$ cat src/rtl/shift_arbiter.sv
// rtl/shift_arbiter.sv - round-robin arbiter sharing one logical shifter between two requesters
module shift_arbiter #(
    parameter int width     = 8,
    parameter int cnt_width = 16
) (
    input  logic                       clk,
    input  logic                       rst,
    input  logic                       req0_valid,
    output logic                       req0_ready,
    input  logic [width-1:0]           req0_bits,
    input  logic [$clog2(width)-1:0]   req0_shift,
    input  logic                       req0_dir,
    input  logic                       req1_valid,
    output logic                       req1_ready,
    input  logic [width-1:0]           req1_bits,
    input  logic [$clog2(width)-1:0]   req1_shift,
    input  logic                       req1_dir,
    output logic                       resp_valid,
    input  logic                       resp_ready,
    output logic [width-1:0]           resp_bits,
    output logic                       resp_id,
    output logic [cnt_width-1:0]       op_count
);

    localparam int sw = $clog2(width);

    logic             ptr;
    logic             can_accept;
    logic             grant0;
    logic             grant1;
    logic [width-1:0] sel_bits;
    logic [sw-1:0]    sel_shift;
    logic             sel_dir;
    logic [width-1:0] shifted;

    // Ready is held low during reset so no command is consumed while state is cleared.
    always_comb begin
        can_accept = !resp_valid || resp_ready;
        grant0     = 1'b0;
        grant1     = 1'b0;
        if (rst && can_accept) begin
            if (req0_valid && req1_valid) begin
                grant0 = !ptr;
                grant1 = ptr;
            end else begin
                grant0 = req0_valid;
                grant1 = req1_valid;
            end
        end
    end

    assign req0_ready = grant0;
    assign req1_ready = grant1;

    assign sel_bits  = grant1 ? req1_bits  : req0_bits;
    assign sel_shift = grant1 ? req1_shift : req0_shift;
    assign sel_dir   = grant1 ? req1_dir   : req0_dir;
    assign shifted   = sel_dir ? (sel_bits >> sel_shift) : (sel_bits << sel_shift);

    always_ff @(posedge clk or negedge rst) begin
        if (!rst) begin
            resp_valid <= 1'b0;
            resp_bits  <= '0;
            resp_id    <= 1'b0;
            ptr        <= 1'b0;
            op_count   <= '0;
        end else begin
            if (grant0 || grant1) begin
                resp_valid <= 1'b1;
                resp_bits  <= shifted;
                resp_id    <= grant1;
                ptr        <= !grant1;
            end else if (resp_ready) begin
                resp_valid <= 1'b0;
            end
            if (resp_valid && resp_ready) begin
                op_count <= op_count + {{(cnt_width-1){1'b0}}, 1'b1};
            end
        end
    end

endmodule

$ cat config.mk
export PLATFORM = sky130hd
export DESIGN_NAME = shift_arbiter
export DESIGN_NICKNAME = d
export VERILOG_FILES = /design/src/rtl/shift_arbiter.sv
export SDC_FILE = /design/constraint.sdc
export NUM_CORES = 1
export LEC_CHECK = 0
export CAP_MARGIN = 20
export CELL_PAD_IN_SITES_DETAIL_PLACEMENT = 2
export CELL_PAD_IN_SITES_GLOBAL_PLACEMENT = 2
export CORE_ASPECT_RATIO = 1.4
export CORE_MARGIN = 2
export CORE_UTILIZATION = 26
export CTS_CLUSTER_SIZE = 24
export DETAILED_ROUTE_END_ITERATION = 10
export PLACE_DENSITY_LB_ADDON = 0.1
export SLEW_MARGIN = 20
export SYNTH_ARGS = -nofsm -noshare
export SYNTH_HDL_FRONTEND = slang
export SYNTH_SLANG_ARGS = --single-unit
$ cat constraint.sdc
create_clock -name clk -period 1.4 [get_ports clk]
set_input_delay 0.21 -clock clk [delete_from_list [all_inputs] [get_ports clk]]
set_output_delay 0.21 -clock clk [all_outputs]
set_load 0.02 [all_outputs]
After elaboration in Yosys (flattened, before gate mapping). Index checks and enable logic that the tools add are counted.

Bits in registers: 27. Output and inout port bits: 28. Input bits: 29. Logic and storage cells: 27.

Muxes and demuxes: 10. Shifts and indexed selects: 2. Reductions and logical operators: 9. Add/subtract/negate cells: 1.

Operators with widths (count): adder 16 x 1 -> 16 bit (second input constant) (1); 2-to-1 mux 8 bit (2); left shift 8 x 3 -> 8 bit (1); right shift 8 x 3 -> 8 bit (1); 2-to-1 mux 1 bit (7); logical AND 1 bit (3); logical NOT 1 bit (3); 2-to-1 mux 3 bit (1); logical OR 1 bit (2); nonzero test 2 bit (1).

Longest topological paths before layout.
Depth in word-level cells: 7. Depth in mapped cells: 7.

Worst setup path after synthesis. Ideal clock, no wire load.

Path type: flip-flop to flip-flop. Start point: register resp_valid. End point: register resp_bits[5]. Buffers on the path: 0. Clock period less this slack: 1546 ps. Arrival time: 1415 ps. Path slack: -146 ps. Required time: 1269 ps. Cell stages (with the launch flop): 7. Cells stage by stage: dfrtp_1 nand2b_1 nand4_2 inv_2 nor4b_1 a311oi_1 a31oi_1.

Longest elaborated chain between the ends: 7. Elaborated cells between the ends (all ways): 12.

Ends and longest elaborated chain: from (decl) (line 18) `output logic resp_valid,`; from (signal assigned) (line 62) `resp_valid <= 1'b0;`; from (signal assigned) (line 69) `resp_valid <= 1'b1;`; from (signal assigned) (line 74) `resp_valid <= 1'b0;`; logical NOT 1 bit (*) (line 38) `can_accept = !resp_valid || resp_ready;`; logical OR 1 bit (*) (line 38); logical AND 1 bit (*) (line 41) `if (rst && can_accept) begin`; 2-to-1 mux 1 bit (*) (line 41); net req1_ready (line 14) `output logic req1_ready,`; 2-to-1 mux 8 bit or 2-to-1 mux 3 bit (tied branches) (line 55, 56); left shift 8 x 3 -> 8 bit or right shift 8 x 3 -> 8 bit (tied branches) (line 58) `assign shifted = sel_dir ? (sel_bits >> sel_shift) : (sel_bits << sel_shift);`; 2-to-1 mux 8 bit (line 58); to (signal assigned) (line 70) `resp_bits <= shifted;`; to (decl) (line 20) `output logic [width-1:0] resp_bits,`.

Mark *: on every way through the listed nets, which the timed path passes. The rest lies on a longest branch. A chain may end at the register's enable or synchronous reset.

Worst setup path in the final report.
Start point: register resp_valid. End point: output port req0_ready.

Longest elaborated chain between the ends: 4.

Ends and longest elaborated chain: logical NOT 1 bit (line 38); logical OR 1 bit (line 38); logical AND 1 bit (line 41); 2-to-1 mux 1 bit (line 41); to (decl) (line 9) `output logic req0_ready,`.

No other way between the ends.

==> results.json <==
{
  "clkLatencyLatePin_ns": 0.27,
  "synth_nets": 263,
  "mostFrequentLayoutCells": "buf_4, dlygate4sd2_1, dfrtp_1",
  "finalMaxSlewViolations": 0,
  "grt_max_degree": 26,
  "layout_setup_ws_ns": -0.08721,
  "ys_seq_elements": 27,
  "critPathMaxFanout": 4,
  "wl_met2_mm": 4.854,
  "startpoint_type": "register",
  "grt_pass1_wl_mm": 13.83,
  "cts_hold_buffers": 0,
  "wl_mm": 8.644,
  "drt_iter0_drc": 70,
  "synth_area_um2": 2160,
  "pwr-share-comb_pct": 47.0,
  "antenna_cells": 0,
  "cp-startpoint": "resp_valid$_DFFE_PN0P_",
  "final.setup_skew_ns": 0.007288,
  "reg2reg_depth": 6,
  "regArea_um2": 681.9,
  "max_freq_ghz": 0.6724,
  "met1_length_mm": 3.429,
  "worst_r2r_endpoint": "resp_bits[2]$_DFFE_PN0P_",
  "status": "complete, but fails checks",
  "hold_class": "in -> async",
  "netlist_instances": 233,
  "p_sw_share_pct": 36.52,
  "cts_tree": "done",
  "cp_data_arrival_time_ns": 1.28,
  "maxUsedRoutingLayer": "met4",
  "rrSetupSlack_ns": -0.08,
  "r2r_start": "resp_valid$_DFFE_PN0P_",
  "max_cap_violations": 0,
  "p_per_area_nw_per_um2": 859.9,
  "clockBufferDepth": 2,
  "multiInputGateArea_um2": 1694,
  "row_count": 39,
  "final_common_cell": "buf_4",
  "vias": 2413,
  "avgSynthCellArea_um2": 9.269,
  "avgViaCountPerCell": 5.123,
  "synth_area_leaders": "dfrtp_1, mux2i_1, mux4_2",
  "relSlewSlack_pct": 73.60,
  "globalplace.congestion": 0.7865,
  "crit_type": "reg -> out",
  "peakVddDrop_v": 0.0005138,
  "grt_usage_pct": 19.65,
  "route.detailed.wl_per_inst_um": 18.35,
  "n_fill_cell": 886,
  "nets": 400,
  "rsz0062_at_grt": "yes",
  "syn_to_final_growth_pct": 78.16,
  "yosys.area.top_type_share_pct": 31.29,
  "power.total_w": 0.003308,
  "start_util_pct": 26.66,
  "drive_gt1_share_pct": 46.34,
  "die_y_um": 111.8,
  "antenna_found_initial": 0,
  "hold_viol": 0,
  "place_inst": 456,
  "cp-end-kind": "primary output",
  "violations": "setup timing",
  "yosys.area.top_type": "dfrtp_1",
  "cts_buffers": 3,
  "core-area_um2": 8100,
  "wl_met3_um": 151,
  "clk_pin_slew_worst_paths_ns": 0.08,
  "io_buffers": 56,
  "yosys_warnings": 0,
  "stdcell_count": 471,
  "clkPwrFrac_pct": 21.0,
  "p_leak_nw": 1.750,
  "cts_sinks": 27,
  "power.internal_w": 0.002100,
  "dpl.hpwl_mm": 6.577,
  "p_sw_w": 0.001208,
  "cts_root_buf": "clkbuf_16",
  "p_seq_share_pct": 32.0,
  "ant_nets": 0,
  "period_minus_slack_ns": 1.487,
  "post-route-period-util_pct": 106.2,
  "die_w_um": 81.03,
  "worst_pin_slew_ns": 0.3952,
  "setup_viol": 13,
  "grt.overflow.total": 0,
  "required_ns": 1.19,
  "ys_types": 45,
  "first_global_vias": 2725,
  "yosysSeqAreaShare_pct": 31.29,
  "first_pass_iters": 4,
  "drc_errors": 0,
  "htreeDepth": 1,
  "io_pins": 57,
  "die-area_um2": 9061
}
## cells by family after synthesis
family / share of synthesized area (%)
AO/OA/AOI/OAI: 16.28
adder cells (fa/ha/maj): 0.5793
flip-flops: 31.29
XOR/XNOR: 6.084
AND/OR/NAND/NOR: 19.64
multiplexers: 21.67
buffers and inverters: 4.461
## cell usage after synthesis
cell / n
nand3_1: 9
xor2_1: 2
o22ai_1: 1
nand3b_1: 6
o221a_1: 1
and4b_1: 1
o32ai_1: 1
nand4_2: 1
nor3_1: 5
nand2b_1: 4
nor3_2: 1
ha_1: 1
buf_6: 1
clkbuf_1: 7
mux2_2: 2
mux2_1: 2
nor2_1: 19
nor2b_1: 2
inv_1: 4
o211ai_1: 2
and2_1: 2
dfrtp_1: 27
xnor2_1: 13
a211oi_1: 1
mux2i_1: 22
mux4_2: 9
nand4_1: 4
o211a_1: 2
a311oi_1: 1
a31oi_1: 13
a21o_1: 1
a41oi_1: 2
and3_1: 5
o21ai_1: 5
o21ai_0: 10
nor3b_1: 3
inv_2: 1
o311ai_1: 1
o32a_1: 1
nand2_1: 18
a21oi_1: 6
nor4b_1: 1
buf_2: 8
a32oi_1: 4
o41ai_1: 1
## stage by stage
stage	cell area (um2)	utilization (%)	worst slack [ns]	hold slack (ns)	setup TNS, ns
after floorplan	2208	-	0.001857	-0.08559	0
after global placement	3417	42.18	-0.6783	0.4630	-9.874
after detailed placement	3417	42.18	-0.7167	0.4933	-10.40
after CTS	3695	45.61	-0.09535	0.1451	-0.3576
after global routing	3847	47.50	-0.1734	0.1796	-1.951
final	3847	47.50	-0.08721	0.1357	-0.5851
## registers in the layout, indices dropped and copies added, names as in the netlist
register / count
op_count: 16
resp_bits: 8
ptr: 1
resp_id: 1
resp_valid: 1
## worst max-delay path: stages, from the launching register on
cell	delay, ns
dfrtp_2	0.43
nand2b_4	0.10
and2_4	0.17
and3_4	0.19
buf_6	0.11
## what timing repair did
| item | in CTS | in global routing |
|---|---|---|
| pin swaps | 21 | 15 |
| gates cloned | 1 | 0 |
| resized for setup | 114 | 27 |
| setup buffers | 7 | 3 |
| endpoints found under the setup margin | 43 | 18 |
## cell type report
type / count / area share, %
well taps: 102 / 3.317
clock inverters: 1 / 0.1951
multi-input cells: 185 / 44.03
flip-flops and latches: 27 / 17.72
clock buffers: 3 / 1.951
inverters: 5 / 0.5528
repair buffers: 148 / 32.23
## worst max-delay path by stage
| stage | to | slack [ns] | cells past startpoint |
|---|---|---|---|
| global route | op_count[8]$_DFFE_PN0P_ | -0.17 | 6 |
| finish | req0_ready | -0.09 | 4 |
| global placement | resp_bits[1]$_DFFE_PN0P_ | -0.68 | 6 |
| CTS | req0_ready | -0.1 | 4 |
| floorplan | resp_bits[2]$_DFFE_PN0P_ | 0.002 | 5 |
| detailed placement | resp_bits[1]$_DFFE_PN0P_ | -0.72 | 6 |
## layer usage
layer,vias to the layer above,global-route usage (%)
met3,11,0.4862
met4,0,7.571
met2,47,37.47
met1,1203,22.36
li1,1152,-
met5,-,0
## power groups by stage
| stage | combinational, W | clock [W] | sequential, W |
|---|---|---|---|
| 2_1_floorplan | 0.000482 | 0 | 0.00125 |
| 3_3_place_gp | 0.00147 | 0 | 0.00105 |
| 3_5_place_dp | 0.00152 | 0 | 0.00107 |
| 4_1_cts | 0.00151 | 0.000709 | 0.00105 |
| 5_1_grt | 0.00170 | 0.000743 | 0.00108 |
| 6_report | 0.00156 | 0.000696 | 0.00106 |
Power figures use the tool's default switching activity.
